<file path="src/rtl/i2s_pkg.sv">
// Shared types and helpers for the I2S/TDM clock and framing generator.
package i2s_pkg;

    typedef enum logic [1:0] {
        I2S_MODE_I2S,
        I2S_MODE_LJ,
        I2S_MODE_TDM
    } i2s_mode_e;

    // Index width for a counter over n values; never narrower than one bit.
    function automatic int idx_width(input int n);
        return (n <= 2) ? 1 : $clog2(n);
    endfunction

endpackage

</file>
<file path="src/rtl/i2s_tick_div.sv">
// Modulo-N counter with synchronous clear, advanced by inc; pulses tick on
// the wrap cycle and flips tgl on every wrap.
module i2s_tick_div
    import i2s_pkg::*;
#(
    parameter int N = 2
) (
    input  logic clk,
    input  logic rst,
    input  logic clr,
    input  logic inc,
    output logic tick,
    output logic tgl
);

    localparam int           W    = idx_width(N);
    localparam logic [W-1:0] LAST = W'(N - 1);

    logic [W-1:0] cnt;

    assign tick = inc && (cnt == LAST);

    always_ff @(posedge clk) begin
        if (rst || clr) begin
            cnt <= '0;
            tgl <= 1'b0;
        end else if (tick) begin
            cnt <= '0;
            tgl <= ~tgl;
        end else if (inc) begin
            cnt <= cnt + 1'b1;
        end
    end

endmodule

</file>
<file path="src/rtl/i2s_clock_gen.sv">
// I2S / left-justified / TDM clock and framing generator: MCLK, SCLK, LRCLK
// or frame sync, plus bit/slot position and SCLK edge strobes in the clk domain.
module i2s_clock_gen
    import i2s_pkg::*;
#(
    parameter int        MCLK_HALF_DIV = 1,
    parameter int        SCLK_DIV      = 8,
    parameter int        SLOT_BITS     = 32,
    parameter int        NUM_SLOTS     = 2,
    parameter i2s_mode_e MODE          = I2S_MODE_I2S
) (
    input  logic                            clk,
    input  logic                            rst,
    input  logic                            en,
    output logic                            line_in_mclk,
    output logic                            line_in_sclk,
    output logic                            line_in_lrclk,
    output logic                            sclk_rise,
    output logic                            sclk_fall,
    output logic                            frame_start,
    output logic [idx_width(SLOT_BITS)-1:0] bit_idx,
    output logic [idx_width(NUM_SLOTS)-1:0] slot_idx
);

    localparam int            BW        = idx_width(SLOT_BITS);
    localparam int            SW        = idx_width(NUM_SLOTS);
    localparam logic [BW-1:0] BIT_LAST  = BW'(SLOT_BITS - 1);
    localparam logic [SW-1:0] SLOT_LAST = SW'(NUM_SLOTS - 1);

    if (MCLK_HALF_DIV < 1) begin : g_bad_mclk_div
        $error("i2s_clock_gen: MCLK_HALF_DIV must be >= 1");
    end
    if (SCLK_DIV < 2 || (SCLK_DIV % 2) != 0) begin : g_bad_sclk_div
        $error("i2s_clock_gen: SCLK_DIV must be even and >= 2");
    end
    if (SLOT_BITS < 2) begin : g_bad_slot_bits
        $error("i2s_clock_gen: SLOT_BITS must be >= 2");
    end
    if (NUM_SLOTS < 1) begin : g_bad_num_slots
        $error("i2s_clock_gen: NUM_SLOTS must be >= 1");
    end
    if (MODE != I2S_MODE_TDM && NUM_SLOTS != 2) begin : g_bad_stereo
        $error("i2s_clock_gen: I2S and LJ framing need NUM_SLOTS == 2");
    end

    logic            clr;
    logic            mclk_tick;
    logic            sclk_tick;
    logic            fall_evt;
    logic            wrap;
    logic [BW-1:0]   bit_nxt;
    logic [SW-1:0]   slot_nxt;
    logic            lrclk_nxt;

    assign clr = !en;

    i2s_tick_div #(.N(MCLK_HALF_DIV)) u_mclk_div (
        .clk  (clk),
        .rst  (rst),
        .clr  (clr),
        .inc  (1'b1),
        .tick (mclk_tick),
        .tgl  (line_in_mclk)
    );

    // SCLK_DIV is even, so every SCLK toggle lands on an MCLK falling edge.
    i2s_tick_div #(.N(SCLK_DIV)) u_sclk_div (
        .clk  (clk),
        .rst  (rst),
        .clr  (clr),
        .inc  (mclk_tick),
        .tick (sclk_tick),
        .tgl  (line_in_sclk)
    );

    assign fall_evt = sclk_tick && line_in_sclk;
    assign wrap     = (bit_idx == BIT_LAST) && (slot_idx == SLOT_LAST);

    // Frame position is held as (slot, bit); lrclk decodes the post-fall position.
    always_comb begin
        bit_nxt   = bit_idx + 1'b1;
        slot_nxt  = slot_idx;
        lrclk_nxt = 1'b0;
        if (bit_idx == BIT_LAST) begin
            bit_nxt  = '0;
            slot_nxt = wrap ? '0 : slot_idx + 1'b1;
        end
        case (MODE)
            I2S_MODE_I2S: lrclk_nxt = !((slot_nxt == SLOT_LAST && bit_nxt == BIT_LAST) ||
                                        (slot_nxt == '0 && bit_nxt != BIT_LAST));
            I2S_MODE_LJ:  lrclk_nxt = (slot_nxt == '0);
            I2S_MODE_TDM: lrclk_nxt = (slot_nxt == SLOT_LAST) && (bit_nxt == BIT_LAST);
            default:      lrclk_nxt = 1'b0;
        endcase
    end

    always_ff @(posedge clk) begin
        if (rst || clr) begin
            sclk_rise     <= 1'b0;
            sclk_fall     <= 1'b0;
            frame_start   <= 1'b0;
            line_in_lrclk <= 1'b0;
            bit_idx       <= '0;
            slot_idx      <= '0;
        end else begin
            sclk_rise   <= sclk_tick && !line_in_sclk;
            sclk_fall   <= fall_evt;
            frame_start <= fall_evt && wrap;
            if (fall_evt) begin
                bit_idx       <= bit_nxt;
                slot_idx      <= slot_nxt;
                line_in_lrclk <= lrclk_nxt;
            end
        end
    end

endmodule
</file>
<file path="config.mk">
export PLATFORM = sky130hd
export DESIGN_NAME = i2s_clock_gen
export DESIGN_NICKNAME = d
export VERILOG_FILES = /design/src/rtl/i2s_pkg.sv /design/src/rtl/i2s_tick_div.sv /design/src/rtl/i2s_clock_gen.sv
export SDC_FILE = /design/constraint.sdc
export NUM_CORES = 1
export LEC_CHECK = 0
export ABC_CLOCK_PERIOD_IN_PS = 3300
export CAP_MARGIN = 20
export CELL_PAD_IN_SITES_DETAIL_PLACEMENT = 1
export CELL_PAD_IN_SITES_GLOBAL_PLACEMENT = 1
export CORE_UTILIZATION = 40
export DETAILED_ROUTE_END_ITERATION = 10
export PLACE_DENSITY_LB_ADDON = 0.1
export SYNTH_ARGS = -nofsm -noshare
export SYNTH_HDL_FRONTEND = slang
export SYNTH_HIERARCHICAL = 1
export SYNTH_SLANG_ARGS = --single-unit
</file>
<file path="constraint.sdc">
create_clock -name clk -period 3.3 [get_ports clk]
set_input_delay 0.66 -clock clk [delete_from_list [all_inputs] [get_ports clk]]
set_output_delay 0.66 -clock clk [all_outputs]
set_load 0.02 [all_outputs]
</file>
==> flow_summary.yaml, run 1 <==
clock_tree:
  clkLatencyLatePin_ps: 290
  clock_tree_from_tritoncts: "yes"
  ctsHoldBuffers: 0
  quantity_of_gates_resized_following_cts: 0
  cts.htree.levels: 1
  clockBufferDepth: 2
  cts-root-buf: "sky130_fd_sc_hd__clkbuf_4"
  worst_setup_hold_path_clk_slew_ps: 90
  cts_made_buffers: 3
  postCtsSetupRepairBufs: 0
  tritoncts_num_sinks: 16
flow_run:
  drv_cap: 0
logic_synthesis:
  synth-seq-area-share: 0.428
  synth_enable_flop_cells: 0
  ys_top_cells_by_count: "sky130_fd_sc_hd__dfxtp_1, sky130_fd_sc_hd__a21oi_1, sky130_fd_sc_hd__nand2_1"
  async_flop_share: 0
  post-synth-top-area-cell: "sky130_fd_sc_hd__dfxtp_1"
  ys_ff_latch: 16
  netlist_instances: 76
  unique_cell_type_count_in_the_yosys_netlist: 30
  synth.avg_cell_area_um2: 9.84
  yosysTopAreaCellShare: 0.428
  ys_warn_count: 6
  synth_ff_type: "sky130_fd_sc_hd__dfxtp_1"
  synth_area_um2: 748
  cell_types_with_the_largest_area_share_after_synthesis: "sky130_fd_sc_hd__dfxtp_1, sky130_fd_sc_hd__ha_1, sky130_fd_sc_hd__a21oi_1"
  synth_most_common_cell: "sky130_fd_sc_hd__dfxtp_1"
critical_path:
  crit_top_cell: "sky130_fd_sc_hd__ha_1"
  timing.critical_path.fanout_max: 8
  timing.rr.end: "line_in_lrclk"
  start_of_the_worst_register_to_register_path: "bit_idx[0]"
  path_cells: "ha_1 -> and3_2 -> ha_1 -> ha_1 -> or4_1 -> a311oi_1"
  longest_individual_stage_delay_on_the_worst_path_ps: 520
  kind_of_critical_path: "reg2reg"
  ff2ff_path_depth: 6
  crit_path_end_kind: "flop"
  delay_heaviest_family_cp: "adder cells"
  cp_data_required_time_ps: 3500
  buf_inv_on_cp: 0
  timing.critical_path.from_type: "flop"
  worstPathArrival_ps: 2670
  crit_path_top_delay_cell: "sky130_fd_sc_hd__or4_1"
  r2r_slack_ps: 830
routing:
  route.detailed.drc: 0
  vias_per_cell: 5.09
  post_detailed_route_count_of_antenna_violating_nets: 0
  routed_wire_length_per_instance_um: 13.2
  route.final.wire_length_mm: 1.57
  via_count: 606
  detailedRoute.firstPassIterationCount: 2
  drt_first_iter_violations: 6
grt:
  first_global_vias: 615
  grt_first_pass_wirelength_mm: 2.70
  grt_start_max_net_pins: 11
  grtUsageTotal: 0.183
  grt_remaining_overflow: 0
  grt_antenna_before_repair: 0
sta:
  finalMaxSlewViolations: 0
  hold_viol: 0
  tns_ps: 0
  finalCritPeriodShare: 0.749
  post-route-worst-setup-slack_ps: 829
  rsz_0062_raised_after_global_routing: "false"
  final_period_minus_worst_setup_slack_ps: 2470
  timing.final.setup_violations: 0
  worst_clock_skew_ps: 1.84
  max_freq_mhz: 405
cells_and_area:
  flow.area_growth_from_synthesis_pct: 27.8
  non_filler_cells_final: 119
  final.fill_count: 205
  multi_input_gate_area_in_the_final_layout_um2: 424
  finalNetCount: 103
  seqCellArea_um2: 320
  n_antenna_cell: 0
  fraction_of_final_layout_cells_with_drive_strength_greater_than_1: 0.128
  final_util: 0.548
power_and_ir_drop:
  total_leakage_power_nw: 0.376
  power.total_mw: 0.344
  peakVddDrop_uv: 225
  powerDensity_nw_per_um2: 359
run_status:
  outcome: "complete, no violations"
min_path:
  number_of_cells_traversed_by_the_worst_hold_path: 2
  worst_hold_path_type: "reg2reg"
  hold_end: "slot_idx"
  hold_path.startpoint: "slot_idx"
placement:
  io_buffer_count: 14
  place.gp.congestion: 0.752
  detailedPlace.worstSlack_ps: 840
  numPlacedInstances: 115
die:
  initial_core_util: 0.429
  fp.coreArea_um2: 1750
  floorplan.die.height_um: 45.3
  num_io_pins: 15
  core.rowCount: 15
  floorplan.die.width_um: 45.3
  fp.dieArea_um2: 2050
[how the worst max path moves through the flow]
stage          startpoint  slack, ps             to  cells after the start
2_1_floorplan  bit_idx[0]       1040  line_in_lrclk                      6
3_3_place_gp   bit_idx[0]       1040  line_in_lrclk                      6
3_5_place_dp   bit_idx[0]        840  line_in_lrclk                      6
4_1_cts        bit_idx[0]        820  line_in_lrclk                      6
5_1_grt        bit_idx[0]        690  line_in_lrclk                      6
6_report       bit_idx[0]        830  line_in_lrclk                      6
[final cells by class]
| cell class | count | share of cell area |
|---|---|---|
| tap | 25 | 0.0327 |
| multi-input combinational | 59 | 0.444 |
| timing repair buffer | 14 | 0.147 |
| clock buffer | 4 | 0.0380 |
| inverter | 1 | 0.00393 |
| sequential | 16 | 0.335 |
[cells by family (layout without fill, tap and decap cells)]
kind of cell / count (synthesis) / count (layout) / synth area share
DFF: 16 / 16 / 0.428
xor gates and xnor gates: 2 / 2 / 0.0234
and+or+nand+nor: 34 / 34 / 0.321
other: 1 / 2 / 0.00501
buffers and inverters: 2 / 19 / 0.0100
adders and majority gates: 5 / 5 / 0.0836
AOI/OAI and AO/OA: 16 / 16 / 0.129
[cells in the final DEF, fill, tap and decap left out, types with 3 or more instances in the layout]
cell | netlist | routed
sky130_fd_sc_hd__a21oi_1 | 9 | 9
sky130_fd_sc_hd__and2_1 | 3 | 3
sky130_fd_sc_hd__clkbuf_4 | 0 | 3
sky130_fd_sc_hd__clkdlybuf4s50_1 | 0 | 14
sky130_fd_sc_hd__dfxtp_1 | 16 | 16
sky130_fd_sc_hd__ha_1 | 5 | 5
sky130_fd_sc_hd__nand2_1 | 6 | 6
sky130_fd_sc_hd__nand2b_1 | 4 | 4
sky130_fd_sc_hd__nand3b_1 | 4 | 4
sky130_fd_sc_hd__nor2_1 | 4 | 4
[metal layers]
metal	share of wire	track usage	vias to the layer above
li1	-	-	312
met1	0.49	0.231	279
met2	0.46	0.296	13
met3	0.045	0.0600	2
met4	0.0089	0.0545	0
met5	0	0	-
[tightest hold or removal path, cell delays in order (launching register included)]
cell and delay (ps):
sky130_fd_sc_hd__dfxtp_1 330, sky130_fd_sc_hd__nand2_1 60, sky130_fd_sc_hd__a21oi_1 50
[where the power goes]
part           switching (mW)  internal [mW]  leakage [nW]
clock                  0.0643         0.0673        0.0210
sequential            0.00100          0.194         0.129
combinational         0.00877        0.00791         0.226
[stage by stage]
step | instance area [µm²] | hold WS, ps
after floorplan | 752 | 448
after global placement | 920 | 458
after detailed placement | 920 | 469
after CTS | 956 | 483
after global routing | 956 | 523
final | 956 | 478
[registers in the layout (all words and copies together) (netlist names)]
register / count
sclk_rise: 1
frame_start: 1
sclk_fall: 1
line_in_lrclk: 1
bit_idx: 5
slot_idx: 1
u_mclk_div/tgl: 1
u_sclk_div/tgl: 1
u_mclk_div/cnt: 1
u_sclk_div/cnt: 3
Note: power is estimated with default switching activity, not from simulation.
==> inputs of run 2 (changes only) <==
--- a/config.mk
+++ b/config.mk
@@ -5,11 +5,11 @@
 export SDC_FILE = /design/constraint.sdc
 export NUM_CORES = 1
 export LEC_CHECK = 0
-export ABC_CLOCK_PERIOD_IN_PS = 3300
+export ABC_CLOCK_PERIOD_IN_PS = 2400
 export CAP_MARGIN = 20
 export CELL_PAD_IN_SITES_DETAIL_PLACEMENT = 1
 export CELL_PAD_IN_SITES_GLOBAL_PLACEMENT = 1
-export CORE_UTILIZATION = 40
+export CORE_UTILIZATION = 37
 export DETAILED_ROUTE_END_ITERATION = 10
 export PLACE_DENSITY_LB_ADDON = 0.1
 export SYNTH_ARGS = -nofsm -noshare
==> constraint.sdc (replaced) <==
create_clock -name clk -period 2.4 [get_ports clk]
set_input_delay 0.48 -clock clk [delete_from_list [all_inputs] [get_ports clk]]
set_output_delay 0.48 -clock clk [all_outputs]
set_load 0.02 [all_outputs]
==> run 2 against run 1 <==
Effect of this change:
- die area grew 7.7%
- design area up 0.79%
- sequential power increased by 38%
- sequential cell count unchanged
- critical path depth unchanged
- global-route usage down 1.8 points
- via count grew 2.6%
- non-clock buffer count up 1
- first-iteration DRC count decreased by 83%
- largest power group unchanged
- highest routed layer unchanged
==> flow_summary.yaml, run 2 (same netlist as run 1, synthesis figures left out) <==
run_status:
  outcome: "complete, no violations"
routing:
  via_count: 622
  route.detailed.drc: 0
  vias_per_cell: 5.18
  post_detailed_route_count_of_antenna_violating_nets: 0
  routed_wire_length_per_instance_um: 12.7
  detailedRoute.firstPassIterationCount: 4
  drt_first_iter_violations: 1
  route.final.wire_length_mm: 1.53
power_and_ir_drop:
  peakVddDrop_uv: 358
  switching_share: 0.221
  power.switching_mw: 0.105
  seqPwrFrac: 0.565
  power.total_mw: 0.475
  total_leakage_power_nw: 0.381
  powerDensity_nw_per_um2: 493
  power.share.combinational: 0.048
  clockPowerShare: 0.387
  cellInternalPower_mw: 0.370
clock_tree:
  cts_made_buffers: 3
  tritoncts_num_sinks: 16
  ctsHoldBuffers: 0
  clockBufferDepth: 2
  clock_tree_from_tritoncts: "yes"
  postCtsSetupRepairBufs: 0
  cts-root-buf: "sky130_fd_sc_hd__clkbuf_4"
  clkLatencyLatePin_ps: 290
  quantity_of_gates_resized_following_cts: 0
  worst_setup_hold_path_clk_slew_ps: 100
  cts.htree.levels: 1
grt:
  grt_antenna_before_repair: 0
  grt_first_pass_wirelength_mm: 2.56
  grt_remaining_overflow: 0
  grtUsageTotal: 0.165
  first_global_vias: 575
  grt_start_max_net_pins: 11
cells_and_area:
  stdcell_area_um2: 963
  most-common-layout-cells: "sky130_fd_sc_hd__dfxtp_1, sky130_fd_sc_hd__clkdlybuf4s50_1, sky130_fd_sc_hd__a21oi_1, sky130_fd_sc_hd__nand2_1, sky130_fd_sc_hd__ha_1"
  layout.cells.most_common: "sky130_fd_sc_hd__dfxtp_1"
  finalNetCount: 104
  most_flop_heavy_register: "bit_idx"
  reg.largest.list: "bit_idx: 5 flops, u_sclk_div/cnt: 3 flops"
  largest_register_ffs: 5
  final.fill_count: 225
  fraction_of_final_layout_cells_with_drive_strength_greater_than_1: 0.137
  non_filler_cells_final: 120
  flow.area_growth_from_synthesis_pct: 28.8
  n_antenna_cell: 0
  final_util: 0.535
critical_path:
  path_cells: "ha_1 -> and3_2 -> ha_1 -> ha_1 -> or4_1 -> a311oi_1"
  buf_inv_on_cp: 0
  worstPathArrival_ps: 2450
  longest_individual_stage_delay_on_the_worst_path_ps: 510
  timing.critical_path.fanout_max: 8
  crit_path_top_delay_cell: "sky130_fd_sc_hd__or4_1"
  crit_top_cell: "sky130_fd_sc_hd__ha_1"
  kind_of_critical_path: "reg2reg"
  cp_data_required_time_ps: 2600
  crit_path_end_kind: "flop"
  delay_heaviest_family_cp: "adder cells"
  timing.critical_path.from_type: "flop"
sta:
  finalMaxSlewViolations: 0
  rsz_0062_raised_after_global_routing: "false"
  tns_ps: 0
  hold_viol: 0
  post-route-worst-setup-slack_ps: 149
  worst_clock_skew_ps: 2.77
  fin_worst_hold_slack_ps: 488
  final_period_minus_worst_setup_slack_ps: 2250
  finalCritPeriodShare: 0.938
  timing.final.setup_violations: 0
  max_freq_mhz: 444
placement:
  placed_wire_length_estimate_after_detailed_placement_mm: 1.18
  numPlacedInstances: 116
  place.gp.congestion: 0.768
  place_area_um2: 927
  io_buffer_count: 14
  detailedPlace.worstSlack_ps: 167
die:
  floorplan.die.width_um: 47.0
  num_io_pins: 15
  fp.coreArea_um2: 1800
  initial_core_util: 0.415
  fp.dieArea_um2: 2210
  core.rowCount: 15
  floorplan.die.height_um: 47.0
min_path:
  worst_hold_path_type: "reg2reg"
flow_run:
  drv_cap: 0
[run 2: cell count changes in the layout (fill, tap and decap cells not counted), sizes merged]
cell  delta
buf      +1
[run 2: per-layer routing]
metal | vias to the layer above | global-route usage | wire length [µm]
li1 | 310 | - | -
met1 | 294 | 0.199 | 708
met2 | 14 | 0.289 | 740
met3 | 4 | 0.0385 | 61
met4 | 0 | 0.0514 | 14
met5 | - | 0 | 0
[run 2: worst paths after layout]
| path | slack (ps) | to | start | cells past startpoint |
|---|---|---|---|---|
| max | 150 | line_in_lrclk | bit_idx[0] | 6 |
| min | 490 | bit_idx[4] | bit_idx[4] | 2 |
| max reg2reg | 150 | line_in_lrclk | bit_idx[0] | 6 |
| min reg2reg | 490 | bit_idx[4] | bit_idx[4] | 2 |
[run 2: power groups by stage]
| stage | combinational (mW) | sequential [mW] | clock [mW] |
|---|---|---|---|
| after floorplan | 0.0135 | 0.276 | 0 |
| after global placement | 0.0224 | 0.275 | 0 |
| after detailed placement | 0.0230 | 0.275 | 0 |
| after CTS | 0.0230 | 0.269 | 0.188 |
| after global routing | 0.0249 | 0.269 | 0.201 |
| final | 0.0228 | 0.269 | 0.184 |
[run 2: area by class of cell]
| cell class | instances | area, µm² | share of cell area |
|---|---|---|---|
| inverter | 1 | 3.75 | 0.00390 |
| sequential | 16 | 320 | 0.332 |
| multi-input combinational | 59 | 424 | 0.440 |
| tap | 25 | 31.3 | 0.0325 |
| clock buffer | 4 | 36.3 | 0.0377 |
| timing repair buffer | 15 | 148 | 0.153 |
[run 2: worst reg2reg max path: stages (launching register included)]
cell and delay, ps:
sky130_fd_sc_hd__dfxtp_1 390, sky130_fd_sc_hd__ha_1 280, sky130_fd_sc_hd__and3_2 230, sky130_fd_sc_hd__ha_1 200, sky130_fd_sc_hd__ha_1 310, sky130_fd_sc_hd__or4_1 510, sky130_fd_sc_hd__a311oi_1 250
==> inputs of run 3 (changes only) <==
--- a/config.mk
+++ b/config.mk
@@ -9,6 +9,7 @@
 export CAP_MARGIN = 20
 export CELL_PAD_IN_SITES_DETAIL_PLACEMENT = 1
 export CELL_PAD_IN_SITES_GLOBAL_PLACEMENT = 1
+export CORE_MARGIN = 3
 export CORE_UTILIZATION = 37
 export DETAILED_ROUTE_END_ITERATION = 10
 export PLACE_DENSITY_LB_ADDON = 0.1
==> run 3 against run 2 <==
Effect of this change:
- routed wire length is 4.9% higher
- cell count did not move
- sequential power about the same
- critical path depth did not move
- sequential cell count unchanged
- clock power decreased by 3%
- design area increased by 0.26%
- die area is 18% higher
- via count fell by 2.6%
- global-route usage shrank 2.6 points
==> flow_summary.yaml, run 3 (same netlist as run 1, synthesis figures left out) <==
run_status:
  outcome: "complete, no violations"
die:
  fp.dieArea_um2: 2600
  floorplan.die.height_um: 51.0
  core.rowCount: 15
  num_io_pins: 15
  initial_core_util: 0.411
  floorplan.die.width_um: 51.0
  fp.coreArea_um2: 1820
routing:
  route.final.wire_length_mm: 1.60
  via_count: 606
  wl_met3_um: 77
  drt_first_iter_violations: 2
  route.top_layer_used: "met4"
  vias_per_cell: 5.05
  detail_route.wirelength.met1_um: 784
  post_detailed_route_count_of_antenna_violating_nets: 0
  routed-wl-met2_um: 730
  route.detailed.drc: 0
  routed_wire_length_per_instance_um: 13.3
  detailedRoute.firstPassIterationCount: 4
min_path:
  worst_hold_path_type: "reg2reg"
clock_tree:
  cts_made_buffers: 3
  clock_tree_from_tritoncts: "yes"
  worst_setup_hold_path_clk_slew_ps: 90
  cts.htree.levels: 1
  clkLatencyLatePin_ps: 280
  tritoncts_num_sinks: 16
  cts-root-buf: "sky130_fd_sc_hd__clkbuf_4"
  clockBufferDepth: 2
sta:
  final_period_minus_worst_setup_slack_ps: 2250
  timing.final.setup_violations: 0
  fin_worst_hold_slack_ps: 487
  finalCritPeriodShare: 0.937
  finalMaxSlewViolations: 0
  worst_clock_skew_ps: 1.38
  max_freq_mhz: 445
  hold_viol: 0
power_and_ir_drop:
  total_leakage_power_nw: 0.378
  power.total_mw: 0.470
  peakVddDrop_uv: 269
  powerDensity_nw_per_um2: 486
critical_path:
  crit_path_top_delay_cell: "sky130_fd_sc_hd__or4_1"
  kind_of_critical_path: "reg2reg"
  crit_path_end_kind: "flop"
  r2r_slack_ps: 150
  timing.critical_path.fanout_max: 8
  crit_top_cell: "sky130_fd_sc_hd__ha_1"
  worstPathArrival_ps: 2450
  cp_data_required_time_ps: 2600
  longest_individual_stage_delay_on_the_worst_path_ps: 510
  timing.critical_path.from_type: "flop"
  path_cells: "ha_1 -> and3_2 -> ha_2 -> ha_1 -> or4_1 -> a311oi_1"
grt:
  grt_start_max_net_pins: 11
  grt_antenna_before_repair: 0
  grtUsageTotal: 0.139
  grt_first_pass_wirelength_mm: 2.72
  first_global_vias: 593
  grt_remaining_overflow: 0
cells_and_area:
  reg.largest.list: "bit_idx: 5 flops, u_sclk_div/cnt: 3 flops"
  n_antenna_cell: 0
  flow.area_growth_from_synthesis_pct: 29.1
  largest_register_ffs: 5
  layout.cells.most_common: "sky130_fd_sc_hd__dfxtp_1"
  finalNetCount: 104
  stdcell_area_um2: 966
  most-common-layout-cells: "sky130_fd_sc_hd__dfxtp_1, sky130_fd_sc_hd__clkdlybuf4s50_1, sky130_fd_sc_hd__a21oi_1, sky130_fd_sc_hd__nand2_1"
  most_flop_heavy_register: "bit_idx"
  fraction_of_final_layout_cells_with_drive_strength_greater_than_1: 0.147
  final_util: 0.531
placement:
  placed_wire_length_estimate_after_detailed_placement_mm: 1.11
  place_area_um2: 927
  place.gp.congestion: 0.857
  io_buffer_count: 14
flow_run:
  drv_cap: 0
==> run 3: cell count changes in the layout (fill, tap and decap cells not counted) <==
cell / delta
sky130_fd_sc_hd__ha_1: -1
sky130_fd_sc_hd__ha_2: +1
==> run 3: cell type report <==
| type | count | area (µm²) |
|---|---|---|
| Clock buffer | 4 | 36.3 |
| Fill cell | 220 | 855 |
| Inverter | 1 | 3.75 |
| Multi-Input combinational cell | 59 | 427 |
| Sequential cell | 16 | 320 |
| Tap cell | 25 | 31.3 |
| Timing Repair Buffer | 15 | 148 |
==> run 3: what timing repair did <==
action | 4_1_cts | 5_1_grt
setup endpoints to repair | 0 | 1
setup buffers | 0 | 0
hold buffers | 0 | 0
resized for setup | 0 | 1
==> run 3: path summary, 6_finish.rpt <==
kind / from / to / depth (start not counted)
max reg2reg: bit_idx[1] / line_in_lrclk / 6
max: bit_idx[1] / line_in_lrclk / 6
min reg2reg: u_sclk_div/cnt[2] / u_sclk_div/cnt[2] / 2
min: u_sclk_div/cnt[2] / u_sclk_div/cnt[2] / 2
==> run 3: report_power, final <==
part	internal, mW	total, mW	switching [mW]
Combinational	0.0108	0.0227	0.0119
Sequential	0.267	0.269	0.00131
Clock	0.0924	0.179	0.0862
Total	0.370	0.470	0.0994
==> run 3: stage by stage <==
stage,worst slack (ps),instances,setup TNS [ps]
2_1_floorplan,142,77,0
6_report,150,120,0
3_5_place_dp,164,116,0
3_3_place_gp,234,116,0
5_1_grt,-0.104,120,-0.104
4_1_cts,119,120,0
==> run 3: metal layers <==
layer  vias to the layer above  global-route usage
li1                        308                   -
met3                         2              0.0554
met2                        16               0.189
met1                       280               0.199
met4                         0              0.0404
met5                         -                   0
==> run 3: critical path: cells and delay by family (launching register included) <==
kind | cells | cell delay, ps
fa+ha+maj | 3 | 770
simple gates | 2 | 730
flops | 1 | 400
compound gates | 1 | 260
